File: config.mk
export PLATFORM = sky130hd
export DESIGN_NAME = led_flasher
export DESIGN_NICKNAME = d
export VERILOG_FILES = /design/src/rtl/led_pkg.sv /design/src/rtl/sat_updown_cnt.sv /design/src/rtl/led_flasher.sv
export SDC_FILE = /design/constraint.sdc
export NUM_CORES = 1
export LEC_CHECK = 0
export CORE_MARGIN = 10
export CORE_UTILIZATION = 29
export CTS_CLUSTER_SIZE = 12
export DETAILED_ROUTE_END_ITERATION = 16
export RECOVER_POWER = 100
export SLEW_MARGIN = 10
export SYNTH_ARGS = -nofsm -noshare
export SYNTH_HDL_FRONTEND = slang
export SYNTH_HIERARCHICAL = 1
export SYNTH_SLANG_ARGS = --single-unit
File: constraint.sdc
create_clock -name clk -period 2.4 [get_ports clk]
set_input_delay 0.48 -clock clk [delete_from_list [all_inputs] [get_ports clk]]
set_output_delay 0.48 -clock clk [all_outputs]
set_load 0.02 [all_outputs]
File: src/rtl/led_pkg.sv
// Shared types and timing defaults for the LED flasher and its helpers.
package led_pkg;

  typedef enum logic [1:0] {
    IDLE,
    ON,
    GAP
  } flash_state_t;

  localparam int DEF_ON_CYCLES  = 250;
  localparam int DEF_GAP_CYCLES = 250;

  // Width of the shared ON/GAP down-counter; never allowed to collapse to zero bits.
  function automatic int cnt_width(input int on_cycles, input int gap_cycles);
    int longest;
    longest = (on_cycles > gap_cycles) ? on_cycles : gap_cycles;
    return ($clog2(longest) < 1) ? 1 : $clog2(longest);
  endfunction

endpackage

File: src/rtl/sat_updown_cnt.sv
// Saturating up/down counter used to hold events waiting for a flash slot.
module sat_updown_cnt #(
  parameter int W = 3
) (
  input  logic         clk_i,
  input  logic         rst_i,
  input  logic         inc_i,
  input  logic         dec_i,
  output logic [W-1:0] count_o,
  output logic         full_o
);

  localparam logic [W-1:0] MAX = '1;

  logic [W-1:0] count_q;
  logic [W-1:0] count_d;

  // Simultaneous inc and dec cancel; otherwise clamp at both ends.
  always_comb begin
    count_d = count_q;
    if (inc_i && !dec_i && (count_q != MAX)) begin
      count_d = count_q + 1'b1;
    end else if (dec_i && !inc_i && (count_q != '0)) begin
      count_d = count_q - 1'b1;
    end
  end

  always_ff @(posedge clk_i) begin
    if (rst_i) begin
      count_q <= '0;
    end else begin
      count_q <= count_d;
    end
  end

  assign count_o = count_q;
  assign full_o  = (count_q == MAX);

endmodule

File: src/rtl/led_flasher.sv
// Turns single-cycle event pulses into fixed-length LED flashes separated by a
// mandatory dark gap, queueing events that arrive while a flash is running.
module led_flasher
  import led_pkg::*;
#(
  parameter int ON_CYCLES  = DEF_ON_CYCLES,
  parameter int GAP_CYCLES = DEF_GAP_CYCLES,
  parameter int PEND_W     = 3
) (
  input  logic              clk,
  input  logic              rst,
  input  logic              evt_in,
  output logic              led_out,
  output logic              busy,
  output logic [PEND_W-1:0] pending,
  output logic              overflow
);

  localparam int CW = cnt_width(ON_CYCLES, GAP_CYCLES);
  localparam logic [CW-1:0] ON_LOAD  = CW'(ON_CYCLES - 1);
  localparam logic [CW-1:0] GAP_LOAD = CW'(GAP_CYCLES - 1);

  flash_state_t state_q;
  logic [CW-1:0] cnt_q;
  logic          led_q;
  logic          busy_q;
  logic          ovf_q;

  logic cnt_zero;
  logic gap_end;
  logic have_pend;
  logic pend_full;
  logic direct_start;
  logic evt_inc;
  logic evt_dec;
  logic evt_drop;

  // A queued event always wins the slot at the end of a gap; a fresh event
  // only starts directly when nothing is waiting.
  assign cnt_zero     = (cnt_q == '0);
  assign gap_end      = (state_q == GAP) && cnt_zero;
  assign have_pend    = (pending != '0);
  assign evt_dec      = gap_end && have_pend;
  assign direct_start = gap_end && !have_pend && evt_in;
  assign evt_inc      = evt_in && (state_q != IDLE) && !direct_start;
  assign evt_drop     = evt_inc && pend_full && !evt_dec;

  sat_updown_cnt #(
    .W(PEND_W)
  ) u_pend (
    .clk_i  (clk),
    .rst_i  (rst),
    .inc_i  (evt_inc),
    .dec_i  (evt_dec),
    .count_o(pending),
    .full_o (pend_full)
  );

  always_ff @(posedge clk) begin
    if (rst) begin
      state_q <= IDLE;
      cnt_q   <= '0;
      led_q   <= 1'b0;
      busy_q  <= 1'b0;
      ovf_q   <= 1'b0;
    end else begin
      ovf_q <= evt_drop;
      unique case (state_q)
        IDLE: begin
          if (evt_in) begin
            state_q <= ON;
            cnt_q   <= ON_LOAD;
            led_q   <= 1'b1;
            busy_q  <= 1'b1;
          end
        end
        ON: begin
          if (!cnt_zero) begin
            cnt_q <= cnt_q - 1'b1;
          end else begin
            state_q <= GAP;
            cnt_q   <= GAP_LOAD;
            led_q   <= 1'b0;
          end
        end
        GAP: begin
          if (!cnt_zero) begin
            cnt_q <= cnt_q - 1'b1;
          end else if (have_pend || evt_in) begin
            state_q <= ON;
            cnt_q   <= ON_LOAD;
            led_q   <= 1'b1;
          end else begin
            state_q <= IDLE;
            busy_q  <= 1'b0;
          end
        end
        default: begin
          state_q <= IDLE;
          cnt_q   <= '0;
          led_q   <= 1'b0;
          busy_q  <= 1'b0;
        end
      endcase
    end
  end

  assign led_out  = led_q;
  assign busy     = busy_q;
  assign overflow = ovf_q;

endmodule

== Yosys cells after proc, flatten, opt, wreduce, memory -nomap -nowiden ==
Index checks and enable logic that the tools add are counted.

* Flip-flop bits (word level): 16
* Latch bits: 0
* Bits in writable memories: 0
* ROM bits: 0
* Input port bits: 3
* Output and inout port bits: 6
* Memories kept: 0

* $add $sub $neg: 3
* $mul: 0
* Divide/modulo/power cells: 0
* $lt $le $gt $ge: 0
* Equality and inequality tests: 10
* Shift operators: 0
* Muxes and demuxes: 20
* Bitwise gates (word level): 1
* Reductions and logical operators: 26

{| class="wikitable"
|+ Operators with widths
! kind !! number
|-
| 8-bit two-way mux || 4
|-
| 8-bit one-hot mux with 3 select lines || 1
|-
| 1-bit logical AND || 12
|-
| 8-bit logical NOT || 1
|-
| 2-bit inequality test (second input constant) || 4
|-
| 4-bit AND reduction || 2
|-
| 8-bit by 1-bit subtractor with 8-bit output (second input constant) || 1
|-
| 1-bit two-way mux || 7
|-
| 2-bit two-way mux || 3
|-
| 3-bit two-way mux || 2
|-
| 1-bit one-hot mux with 3 select lines || 2
|-
| 2-bit one-hot mux with 3 select lines || 1
|-
| 1-bit logical NOT || 4
|-
| 2-bit nonzero test || 2
|-
| 3-bit by 1-bit adder with 3-bit output (second input constant) || 1
|-
| 3-bit == test (second input constant) || 1
|-
| 3-bit by 2-bit inequality test with 1-bit output (second input constant) || 1
|-
| 3-bit inequality test (second input constant) || 1
|-
| 3-bit AND reduction || 1
|-
| 3-bit nonzero test || 1
|-
| 3-bit by 1-bit subtractor with 3-bit output (second input constant) || 1
|-
| 2-bit by 1-bit == test with 1-bit output (second input constant) || 1
|-
| 2-bit == test (second input constant) || 1
|-
| 2-bit logical NOT || 1
|-
| 4 further kinds || 4
|}

== Longest topological paths before layout ==
* Depth after elaboration: 11
* Depth in mapped cells: 14
* Mapped depth without buffers: 13

== By module ==
The synthesis kept the hierarchy.

{| class="wikitable"
|+ Modules (own cells, without submodules)
! module !! instances !! cells each !! area each (µm²)
|-
| led_flasher || 1 || 112 || 895.9
|-
| sat_updown_cnt || 1 || 33 || 265.3
|}

== Worst setup path before layout ==
Ideal clock, no wire load.

* Path kind: flip-flop to flip-flop
* Start: register cnt_q[3]
* End: register u_pend.count_q[1], in the netlist u_pend/count_o[1]
* Library setup time: 0.126 ns
* Data arrival time: 2.508 ns
* Required time: 2.274 ns
* Slack: -0.234 ns
* Cell stages (with the launch flop): 13
* Buffers on the path: 1
* Cell sequence: dfxtp_1 or4_1 nor3_2 nand2_1 nor2_1 nor2b_1 buf_6 nand2b_1 fa_1 nor2_1 a22oi_1 nor2_1 a211oi_1

* Elaborated cells between the ends (all ways): 15

{| class="wikitable"
|+ RTL lines
! what !! RTL line !! source
|-
| from (decl) || led_flasher.sv:24 || <nowiki>logic [CW-1:0] cnt_q;</nowiki>
|-
| from (signal assigned) || led_flasher.sv:79 || <nowiki>cnt_q <= cnt_q - 1'b1;</nowiki>
|-
| from (signal assigned) || led_flasher.sv:88 || <nowiki>cnt_q <= cnt_q - 1'b1;</nowiki>
|-
| 8-bit logical NOT || led_flasher.sv:40 || <nowiki>assign cnt_zero = (cnt_q == '0);</nowiki>
|-
| 1-bit logical AND || led_flasher.sv:41 || <nowiki>assign gap_end = (state_q == GAP) && cnt_zero;</nowiki>
|-
| 1-bit logical AND || led_flasher.sv:43 || <nowiki>assign evt_dec = gap_end && have_pend;</nowiki>
|-
| named net evt_dec || led_flasher.sv:35 || <nowiki>logic evt_dec;</nowiki>
|-
| 1-bit logical NOT || sat_updown_cnt.sv:21 || <nowiki>if (inc_i && !dec_i && (count_q != MAX)) begin</nowiki>
|-
| 1-bit logical AND (2 in a row) || sat_updown_cnt.sv:21 ||
|-
| 3-bit two-way mux || sat_updown_cnt.sv:21 ||
|-
| named net u_pend.count_d[1] || sat_updown_cnt.sv:16 || <nowiki>logic [W-1:0] count_d;</nowiki>
|-
| to (signal assigned) || sat_updown_cnt.sv:32 || <nowiki>count_q <= count_d;</nowiki>
|-
| to (decl) || sat_updown_cnt.sv:15 || <nowiki>logic [W-1:0] count_q;</nowiki>
|}

The timed path passes the listed nets, and every way through them passes these cells.
A chain may end at the register's enable or synchronous reset.

== Worst setup path after layout ==
Ends and elaborated chain as after synthesis.

==> impl_metrics.toml <==
[status]
outcome = "finished, final reports clean"

[timing]
fin_crit_ps = 2350
clock_skew_ps = 1.89
max-slew-margin-rel_pct = 66.1
fmax_mhz = 425
worst_pin_slew_ps = 506
slew_viol_final = 0
hold_ws_ps = 479
setup_violations = 0
hold_viol = 0
rsz0062_at_grt = "yes"
fin_crit_sh_pct = 98.0

[floorplan]
dieArea_um2 = 6930
core-area_um2 = 3770
die_h_um = 83.3
die_w_um = 83.3
io_pins = 9
start_util_pct = 30.8
rows = 22

[placed_design]
place.gp.congestion = 0.860
portBuffers = 8
placed_area_um2 = 1530
hpwl_mm = 2.40

[worst_setup_path]
endpoint_kind = "register"
crit_arrival_ps = 2490
cp-start-kind = "register"
regToRegEndpoint = "u_pend/count_o[1]$_SDFFE_PP0P_"
path_cells = "or4_4 -> nor3_4 -> nand2_2 -> nor2_4 -> nor2b_4 -> nand2b_4 -> fa_2 -> nor2_2 -> a22oi_1 -> nor2_1 -> a211oi_1"
ff2ff_setup_slack_ps = 50
rr_startpoint = "cnt_q[3]$_SDFFE_PP0P_"
critPathMaxStageDelay_ps = 560
path_max_fanout = 3
critPathRequiredTime_ps = 2540
crit_type = "register to register"
crit_slowest_cell = "or4_4"
r2r_cells = 11

[cts]
htree_levels = 1
clkTransAtPathRegs_ps = 70
clock-sinks = 16
cts_hold_buf = 0
cts_buffer_depth = 2
numCtsBuffers = 3
worstSkewPairLatency_ps = 250
root_buffer = "clkbuf_8"
tritoncts = "done"

[routing]
met2_length_mm = 1.65
wire_per_inst_um = 15.0
top_layer_used = "met4"
firstDrtPassIters = 4
viasPerCell = 5.47
dr_wl_met3_um = 173
drtIter0Drc = 62
drc = 0
dr_total_vias = 1257
drt-met1-wl_mm = 1.58
wl_mm = 3.45
ant_nets = 0

[layout]
drive_gt1_share_pct = 34.1
diodes = 0
final_area_um2 = 1640
synthToLayoutAreaGrowth_pct = 41.6
fin_util_pct = 43.6
nNetsFinal = 194

[synthesis]
synth_xor_xnor_area_share_pct = 0
synthesis.instances = 145
synth_top_area_share_pct = 27.6
ys_types = 44
synth_async_sr_flop_share_pct = 0
synth_fa_ha_area_share_pct = 8.19
ys_ff_latch = 16
synth_compound_area_share_pct = 30.6
syn_area_per_cell_um2 = 8.01
synth_ff_type = "dfxtp_1"
synth_top_cell_by_area = "dfxtp_1"
synth_common_cells = "16 x dfxtp_1, 11 x nor2_1, 10 x a21oi_1, 10 x inv_1, 8 x o21ai_0"
synthSimpleGateAreaFrac_pct = 27.3
synth_most_common_cell = "dfxtp_1"
synth_mux_area_share_pct = 0
synth-edff-count = 0
yosys-top-cells-area = "dfxtp_1 28%, ha_1 6.5%, a21oi_1 4.3%, nor2_1 3.6%, o21ai_0 3.4%"
syn_area_um2 = 1160
synth_top_family_by_area = "compound AO/OA/AOI/OAI gates"
yosysWarnings = 6
synth_fp_nets = 155
ys_seq_area_share_pct = 27.6

[hold_path]
hp-start = "led_out$_SDFFE_PP0P_"
hold_path.class = "register to register"
whs_path_depth = 2
min_to = "led_out$_SDFFE_PP0P_"

[global_route]
grt_pass1_wl_mm = 6.14
antenna_found_initial = 0
overflow = 0
grt_pass1_vias = 1255
grt_max_degree = 14
grtUsageTotal_pct = 9.96

[power_and_ir_drop]
power.leakage_nw = 0.660
powerDensity_nw_per_um2 = 1080
finalPower_w = 0.00178
ir_worst_vdd_mv = 0.273

[job]
drv_cap = 0
-- placed cells by master, fill, tap and decap left out, types with 3 or more instances in the layout --
| master | n |
|---|---|
| or4_1 | 3 |
| a211oi_1 | 4 |
| nor2_1 | 9 |
| dfxtp_1 | 11 |
| buf_4 | 32 |
| nand2b_4 | 3 |
| or3_1 | 3 |
| nand2_1 | 6 |
| nor3_1 | 5 |
| a21oi_1 | 10 |
| o21ai_0 | 8 |
| a31oi_1 | 5 |
| a211o_1 | 4 |
| ha_1 | 5 |
| dfxtp_2 | 5 |
| inv_1 | 10 |
| nand3_1 | 5 |
| clkdlybuf4s50_1 | 8 |
| clkbuf_8 | 3 |
-- area by class of cell --
class                      count  area, um2
fill                         378       2130
multi-input combinational    112        847
timing repair buffer          41        332
sequential                    16        327
tap                           48       60.1
clock buffer                   3       41.3
inverter                      10       37.5
-- worst max-delay path, delay by kind of cell (launching register included) --
kind | cells | cell delay [ps]
and+or+nand+nor | 8 | 1360
adders and majority gates | 1 | 450
DFF | 1 | 320
AOI/OAI and AO/OA | 2 | 120
-- metrics by stage --
| stage | TNS, ps | std cells | setup WS [ps] |
|---|---|---|---|
| floorplan | -14.6 | 145 | -14.6 |
| global placement | -230 | 220 | -135 |
| detailed placement | -380 | 220 | -195 |
| CTS | -87.8 | 228 | -58.9 |
| global route | -135 | 230 | -76.2 |
| finish | 0 | 230 | 48.6 |
-- worst max path at each step --
stage | from | slack (ps) | cells after the start | end
after floorplan | cnt_q[4]$_SDFFE_PP0P_ | -10 | 12 | u_pend/count_o[1]$_SDFFE_PP0P_
after global placement | evt_in | -140 | 10 | u_pend/count_o[1]$_SDFFE_PP0P_
after detailed placement | evt_in | -190 | 10 | u_pend/count_o[1]$_SDFFE_PP0P_
after CTS | cnt_q[3]$_SDFFE_PP0P_ | -60 | 11 | u_pend/count_o[1]$_SDFFE_PP0P_
after global routing | cnt_q[3]$_SDFFE_PP0P_ | -80 | 11 | u_pend/count_o[1]$_SDFFE_PP0P_
final | cnt_q[3]$_SDFFE_PP0P_ | 50 | 11 | u_pend/count_o[1]$_SDFFE_PP0P_
-- metal layers --
metal / up-vias / track usage [%]
li1: 617 / -
met1: 605 / 13.0
met2: 31 / 14.9
met3: 4 / 2.25
met4: 0 / 4.77
met5: - / 0
-- registers in the layout, summed over array words and instances (netlist names) --
register / cells
overflow: 1
u_pend/count_o: 3
busy: 1
cnt_q: 8
led_out: 1
state_q: 2
-- where the power goes --
part,switching (W),leakage [nW],internal [W],total [W]
clock network,0.0000976,0.0216,0.000111,0.000209
registers,0.0000489,0.133,0.000347,0.000396
logic,0.000627,0.505,0.000548,0.00117
total,0.000773,0.660,0.00101,0.00178
-- repair_timing --
item,in CTS,in global routing
buffers inserted,5,2
endpoints found under the setup margin,2,3
gates resized for setup,1,4
pin swaps,6,3
-- cells by family (layout without fill, tap and decap cells) --
| kind of cell | Yosys count | in the layout |
|---|---|---|
| adder cells (fa/ha/maj) | 7 | 7 |
| AND/OR/NAND/NOR | 54 | 54 |
| buffers and inverters | 17 | 54 |
| flip-flops | 16 | 16 |
| AO/OA/AOI/OAI | 51 | 51 |
No activity file was read; power rests on OpenSTA's default activity.
